`src/rtl/div_unit.sv`:
```
// -----------------------------------------------------------------------------
// div_unit
//   32-bit signed integer divider. It uses restoring division on the operand
//   magnitudes and produces one quotient bit per cycle. The quotient and
//   remainder are then sign-corrected so that division truncates toward zero:
//   the quotient is negated when the operand signs differ, and the remainder
//   takes the sign of the dividend.
//   A zero divisor finishes in a single cycle. It returns quotient 0,
//   remainder 0 and sets the exception flag.
//
// Ports
//   clock           in   1   rising-edge clock for all state
//   reset           in   1   synchronous active-high reset
//   data_operandA   in  32   dividend, captured on an accepted start
//   data_operandB   in  32   divisor, captured on an accepted start
//   ctrl_DIV        in   1   start request, accepted in IDLE or DONE
//   data_result     out 32   quotient, held until the next completion
//   data_remainder  out 32   remainder, held until the next completion
//   data_exception  out  1   divide-by-zero flag, valid with data_resultRDY
//   data_resultRDY  out  1   high for exactly the one DONE cycle
// -----------------------------------------------------------------------------
module div_unit (
   input  logic        clock,
   input  logic        reset,
   input  logic [31:0] data_operandA,
   input  logic [31:0] data_operandB,
   input  logic        ctrl_DIV,
   output logic [31:0] data_result,
   output logic [31:0] data_remainder,
   output logic        data_exception,
   output logic        data_resultRDY
);

   typedef enum logic [1:0] {
      IDLE = 2'd0,
      RUN  = 2'd1,
      DONE = 2'd2
   } state_t;

   state_t      state, state_next;

   logic [4:0]  count;
   logic [31:0] dvd;        // dividend magnitude; quotient bits shift in at the LSB
   logic [31:0] dsr;        // divisor magnitude (0x80000000 means 2^31)
   logic [31:0] rem;        // partial remainder
   logic        neg_quo;
   logic        neg_rem;

   logic        start_ok;
   logic        div_zero;
   logic [32:0] trial;
   logic        qbit;
   logic [31:0] rem_step;
   logic [31:0] quo_step;
   logic [31:0] mag_a;
   logic [31:0] mag_b;

   // A start is accepted whenever no division is running. This includes DONE,
   // which allows back-to-back operations.
   assign start_ok = ctrl_DIV && (state != RUN);
   assign div_zero = (data_operandB == 32'd0);

   // Negating 0x80000000 gives 0x80000000 again. Read as unsigned, that is 2^31,
   // which is exactly the magnitude needed.
   assign mag_a = data_operandA[31] ? (32'd0 - data_operandA) : data_operandA;
   assign mag_b = data_operandB[31] ? (32'd0 - data_operandB) : data_operandB;

   // One restoring step. The remainder stays below the divisor, and the divisor
   // is at most 2^31, so the shifted remainder always fits in 32 bits.
   assign trial    = {rem, dvd[31]} - {1'b0, dsr};
   assign qbit     = ~trial[32];
   assign rem_step = qbit ? trial[31:0] : {rem[30:0], dvd[31]};
   assign quo_step = {dvd[30:0], qbit};

   assign data_resultRDY = (state == DONE);

   // NOTE: sequential state uses non-blocking assignments only. Every flop then
   // samples values from before the edge, so process order cannot change results.
   always_ff @(posedge clock) begin
      if (reset) begin
         state <= IDLE;
      end else begin
         state <= state_next;
      end
   end

   // NOTE: state_next gets its default before the case statement. A path that
   // leaves it unassigned would otherwise infer a latch.
   always_comb begin
      state_next = state;
      case (state)
         IDLE, DONE: begin
            if (ctrl_DIV) begin
               state_next = div_zero ? DONE : RUN;
            end else begin
               state_next = IDLE;
            end
         end
         RUN: begin
            if (count == 5'd31) begin
               state_next = DONE;
            end
         end
         default: state_next = IDLE;
      endcase
   end

   // Control counter and visible outputs. These have defined reset values.
   always_ff @(posedge clock) begin
      if (reset) begin
         count          <= 5'd0;
         data_result    <= 32'd0;
         data_remainder <= 32'd0;
         data_exception <= 1'b0;
      end else if (start_ok) begin
         count <= 5'd0;
         if (div_zero) begin
            data_result    <= 32'd0;
            data_remainder <= 32'd0;
            data_exception <= 1'b1;
         end
      end else if (state == RUN) begin
         count <= count + 5'd1;
         if (count == 5'd31) begin
            data_result    <= neg_quo ? (32'd0 - quo_step) : quo_step;
            data_remainder <= neg_rem ? (32'd0 - rem_step) : rem_step;
            data_exception <= 1'b0;
         end
      end
   end

   // NOTE: the working datapath registers get no reset. Every accepted start
   // loads them before RUN reads them, and reset can only lead back to IDLE.
   always_ff @(posedge clock) begin
      if (start_ok) begin
         dvd     <= mag_a;
         dsr     <= mag_b;
         rem     <= 32'd0;
         neg_quo <= data_operandA[31] ^ data_operandB[31];
         neg_rem <= data_operandA[31];
      end else if (state == RUN) begin
         dvd <= quo_step;
         rem <= rem_step;
      end
   end

endmodule

```
`config.mk`:
```
export PLATFORM = sky130hd
export DESIGN_NAME = div_unit
export DESIGN_NICKNAME = d
export VERILOG_FILES = /design/src/rtl/div_unit.sv
export SDC_FILE = /design/constraint.sdc
export NUM_CORES = 1
export LEC_CHECK = 0
export CAP_MARGIN = 20
export CORE_MARGIN = 1.5
export CORE_UTILIZATION = 40
export CTS_CLUSTER_SIZE = 12
export DETAILED_ROUTE_END_ITERATION = 12
export SYNTH_ARGS = -nofsm -noshare
export SYNTH_HDL_FRONTEND = slang
export SYNTH_SLANG_ARGS = --single-unit
```
`constraint.sdc`:
```
create_clock -name clock -period 5.6 [get_ports clock]
set_clock_uncertainty 0.05 [all_clocks]
set_input_delay 0.84 -clock clock [delete_from_list [all_inputs] [get_ports clock]]
set_output_delay 0.84 -clock clock [all_outputs]
set_load 0.05 [all_outputs]
```
## Word level (Yosys, flattened, before mapping)

Cells that the tools add are included.

- Add/sub/neg operators: 6
- Reduce and logical (&&, ||, !) cells: 8
- Equal/unequal tests: 6
- Bitwise logic cells: 2
- Muxes and demuxes: 22

Operators with widths:

| operator | number |
|---|---|
| $mux W32 | 13 |
| $sub A1 B32 Y32 const A | 4 |
| $sub A33 B32 Y33 | 1 |
| $logic_not A32 Y1 | 1 |
| $mux W31 | 1 |
| $mux W2 | 3 |
| $add A5 B1 Y5 const B | 1 |
| $eq A5 B5 Y1 const B | 1 |
| $mux W1 | 4 |
| $ne A2 B1 Y1 const B | 2 |
| $pmux W2 S2 | 1 |
| $reduce_bool A2 Y1 | 2 |
| $reduce_or A2 Y1 | 2 |
| $reduce_and A3 Y1 | 1 |
| $eq A2 B1 Y1 const B | 1 |
| $eq A2 B2 Y1 const B | 1 |
| $logic_not A2 Y1 | 1 |
| $ne A2 B2 Y1 const B | 1 |
| $logic_and A1 B1 Y1 | 1 |
| $not A1 Y1 | 1 |
| $xor A1 B1 Y1 | 1 |

- Input port bits: 67
- Word-level logic and storage cells: 55
- Bits in registers: 170

## Logic depth before layout (Yosys ltp)

- Depth in word-level cells: 7
- Depth in mapped cells: 23

## Least setup slack after synthesis

Ideal clock, no wire load.

- Path type: flip-flop to flip-flop
- From: register dvd[31]
- To: register data_result[28]
- Setup time: 0.128 ns
- Path buffers: 2
- Arrival time: 5.252 ns
- Setup slack: 0.171 ns
- Stages on the path, launching flop included: 23
- Clock period less this slack: 5.429 ns
- Path through: edfxtp_1 inv_1 ha_1 inv_1 fa_1 a211oi_1 or3_4 a2111oi_4 o211a_1 nor3_2 nor2_2 inv_2 buf_2 buf_1 ha_1 nand3b_1 or3_1 or4_1 or3_1 o41ai_1 xnor2_1 a22oi_1 nor2_1

- Cells in the longest elaborated chain, start to end: 7

Ends and longest elaborated chain:

| what | RTL line | text |
|---|---|---|
| start: declaration | 43 | `logic [31:0] dvd;` |
| start signal: assignment | 136 | `dvd <= mag_a;` |
| start signal: assignment | 142 | `dvd <= quo_step;` |
| $sub A33 B32 Y33 | 70 | `assign trial = {rem, dvd[31]} - {1'b0, dsr};` |
| $not A1 Y1 | 71 | `assign qbit = ~trial[32];` |
| $sub A1 B32 Y32 | 125 | `data_result <= neg_quo ? (32'd0 - quo_step) : quo_step;` |
| $mux W32 | 125 |  |
| $mux W32 | 124 | `if (count == 5'd31) begin` |
| $mux W32 | 122 | `end else if (state == RUN) begin` |
| $mux W32 | 115 | `end else if (start_ok) begin` |
| end signal: assignment | 125 |  |
| end: declaration | 28 | `output logic [31:0] data_result,` |

No other way between the ends. The select of a mux whose other input is x is not followed.
A chain may end at the register's enable or synchronous reset.

## Worst setup path after layout

Same ends and word-level chain as after synthesis.

==> results.cfg <==
[run_status]
outcome = completed

[synthesis]
syn_area_per_cell_um2 = 8.579
yosysUniqueCellTypes = 75
synth-seq-cells = 170
syn_nets = 1417
synth-main-ff-cell = dfxtp_1
synth_edf_count = 66
ys_seq_area_share_pct = 36.13
ys_warn_count = 0
syn_area_um2 = 11250
synthCells = 1311
async_reset_ff_share_pct = 0

[pwr]
power.switching_mw = 2.878
power_density_nw_per_um2 = 458.6
p_int_mw = 3.336
p_comb_share_pct = 55.0
seq_power_share_pct = 26.1
switching_share_pct = 46.32
total_power_mw = 6.214
p_leak_nw = 4.882
vdd_ir_drop_max_mv = 0.2804
power_frac_clock_pct = 18.9

[route]
drt_drc_violations_left = 0
drt_wl_total_mm = 31.54
vias = 9997
viasPerCell = 5.539
avgRoutedWirePerCell_um = 17.47
ant_nets = 0
drtPass1Iterations = 6
drt_iter0_markers = 832

[global_routing]
grt_use_total_pct = 21.81
busiest_layer = met2
grt_util_met3_pct = 3.470
grt_overflow = 0
grt_util_met2_pct = 36.98
grt_pass1_wl_mm = 49.62
met1_usage_pct = 28.41
grt_pass1_vias = 9310
antenna_found_initial = 1
grt_start_max_net_pins = 87

[clock_tree]
clock_latency_ps = 440
cts.sinks = 170
cts-buffers-inserted = 17
htree_num_levels = 4
clk_path_buf_depth = 2
cts_tree = built
cts_root_buf = clkbuf_16
hold_buffers = 0
path_clk_slew_ps = 80
post_cts_buffers = 0
ctsResizeCount = 0

[cells_and_area]
nets = 1519
final_cell_mix = clkdlybuf4s50_1, nor2_1, nand2_1, o21ai_0, dfxtp_1
drive_gt1_share_pct = 6.101
final_common_cell = clkdlybuf4s50_1
area_growth_pct = 20.46

[die]
dieHeight_um = 170.7
chipWidth_um = 170.7
rows = 61
core_area_um2 = 27710
ioPinCount = 133
start_util_pct = 40.60
die-area_um2 = 29130

[setup_path]
cp_cell_sequence = inv_1, ha_1, inv_1, fa_1, a211oi_2, or3_4, a2111oi_4, o211ai_2, a21oi_4, nor2_4, inv_2, ha_1, nand3b_1, or3_1, or4_1, or3_1, o41ai_2, xnor2_1, a22oi_1, nor2_1
cp_num_buf_inv = 3
cp_top_family = simple AND/OR/NAND/NOR gates
worstPathRequired_ps = 5860
cpPeakStageDelay_ps = 580
arrival_ps = 5430
slowest_stage = or4_1
critPathKind = reg -> reg
worstSetupStartpointType = register
endpoint_kind = register
worstPathMaxFanout = 5

[job]
drv_cap = 0

[placed_design]
place_congestion = 0.9279
dp_hpwl_mm = 24.05
place_ws_ps = 307.9
port_buffers = 132

[sta]
whs_ps = 399.6
grt_setup_unrepaired = false
finalSetupTns_ps = 0
finalHoldViolCount = 0
worst_slew_pin_slew_ps = 1071
max_freq_mhz = 193.1
period_share_pct = 92.45
slew_headroom_pct = 28.62
period_minus_slack_ps = 5177
setup_violations = 0
drv_slew = 0
timing.final.ws_setup_ps = 422.7

[worst_hold_path]
hold_class = reg -> reg
[logic make-up after synthesis]
family | synth area share, %
xor gates and xnor gates | 10.98
buffers and inverters | 4.294
DFF | 36.13
adders and majority gates | 4.405
and+or+nand+nor | 18.73
muxes | 2.815
AOI/OAI and AO/OA | 22.64
[registers in the layout (all words and copies together) (netlist names)]
register        count
data_remainder     32
data_result        32
dsr                32
dvd                32
rem                32
count               5
state               2
data_exception      1
neg_quo             1
neg_rem             1
[layer usage]
layer | part of all wire, % | vias up
met2 | 48 | 211
met1 | 46 | 4751
li1 | - | 4995
met3 | 4.2 | 40
met4 | 2.3 | 0
met5 | 0 | -
[cell type report]
type / count / area, um^2
diodes: 1 / 2.502
repair buffers: 151 / 1474
multi-input cells: 1015 / 6738
inverters: 58 / 217.7
clock inverters: 15 / 153.9
well taps: 378 / 473.0
clock buffers: 17 / 425.4
flip-flops and latches: 170 / 4064
fillers: 2653 / 14160
[power by group through the flow]
stage               sequential [mW]  combinational, mW  clock, mW
finish                         1.62               3.42       1.18
global route                   1.64               3.75       1.24
CTS                            1.62               3.38       1.20
detailed placement             1.65               3.36          0
global placement               1.64               3.33          0
floorplan                      1.58               2.52          0
[cells in the mapped netlist, types with 9 or more instances]
cell type    n  area share [%]
nor2_1     118             3.9
nand2_1    113             3.8
o21ai_0    106             4.7
dfxtp_1    104              19
a21oi_1     88             3.9
xnor2_1     78             6.1
edfxtp_1    66              18
xor2_1      63             4.9
inv_1       57             1.9
clkbuf_1    56             1.9
ha_1        38             4.2
or3_1       32             1.8
a22oi_1     31             2.1
o31ai_1     29             1.9
nand3b_1    27             1.8
mux2i_1     26             2.3
nor3_1      20            0.89
or4_1       18             1.2
o21ai_1     16            0.71
a211oi_1    15             1.0
a21o_1      15             1.0
a31oi_1     11            0.61
nor4_1      11            0.61
o41ai_1     11            0.86
and2_1      10            0.56
nand2b_1    10            0.56
nand4_1     10            0.56
o211ai_1     9            0.60
[metrics by stage]
stage / cells / instance area [um^2] / utilization (%)
after CTS: 1803 / 13520 / 48.79
final: 1805 / 13550 / 48.90
after detailed placement: 1771 / 12940 / 46.70
after global placement: 1770 / 12920 / 46.65
after global routing: 1804 / 13550 / 48.89
after floorplan: 1311 / 11250 / -
[path summary, 6_finish.rpt]
kind | startpoint | to | slack (ps) | cells past startpoint
worst max-delay path | dvd[31]$_DFFE_PP_ | data_result[28]$_SDFFE_PP0P_ | 420 | 20
worst min-delay path | data_remainder[18]$_SDFFE_PP0P_ | data_remainder[18]$_SDFFE_PP0P_ | 400 | 2
worst max register to register | dvd[31]$_DFFE_PP_ | data_result[28]$_SDFFE_PP0P_ | 420 | 20
worst min register to register | data_remainder[18]$_SDFFE_PP0P_ | data_remainder[18]$_SDFFE_PP0P_ | 400 | 2
[worst min-delay path: cells and delay by family (launching register included)]
family / cells / cell delay (ps)
DFF: 1 / 310
and+or+nand+nor: 1 / 50
AOI/OAI and AO/OA: 1 / 50
Power figures use the tool's default switching activity.
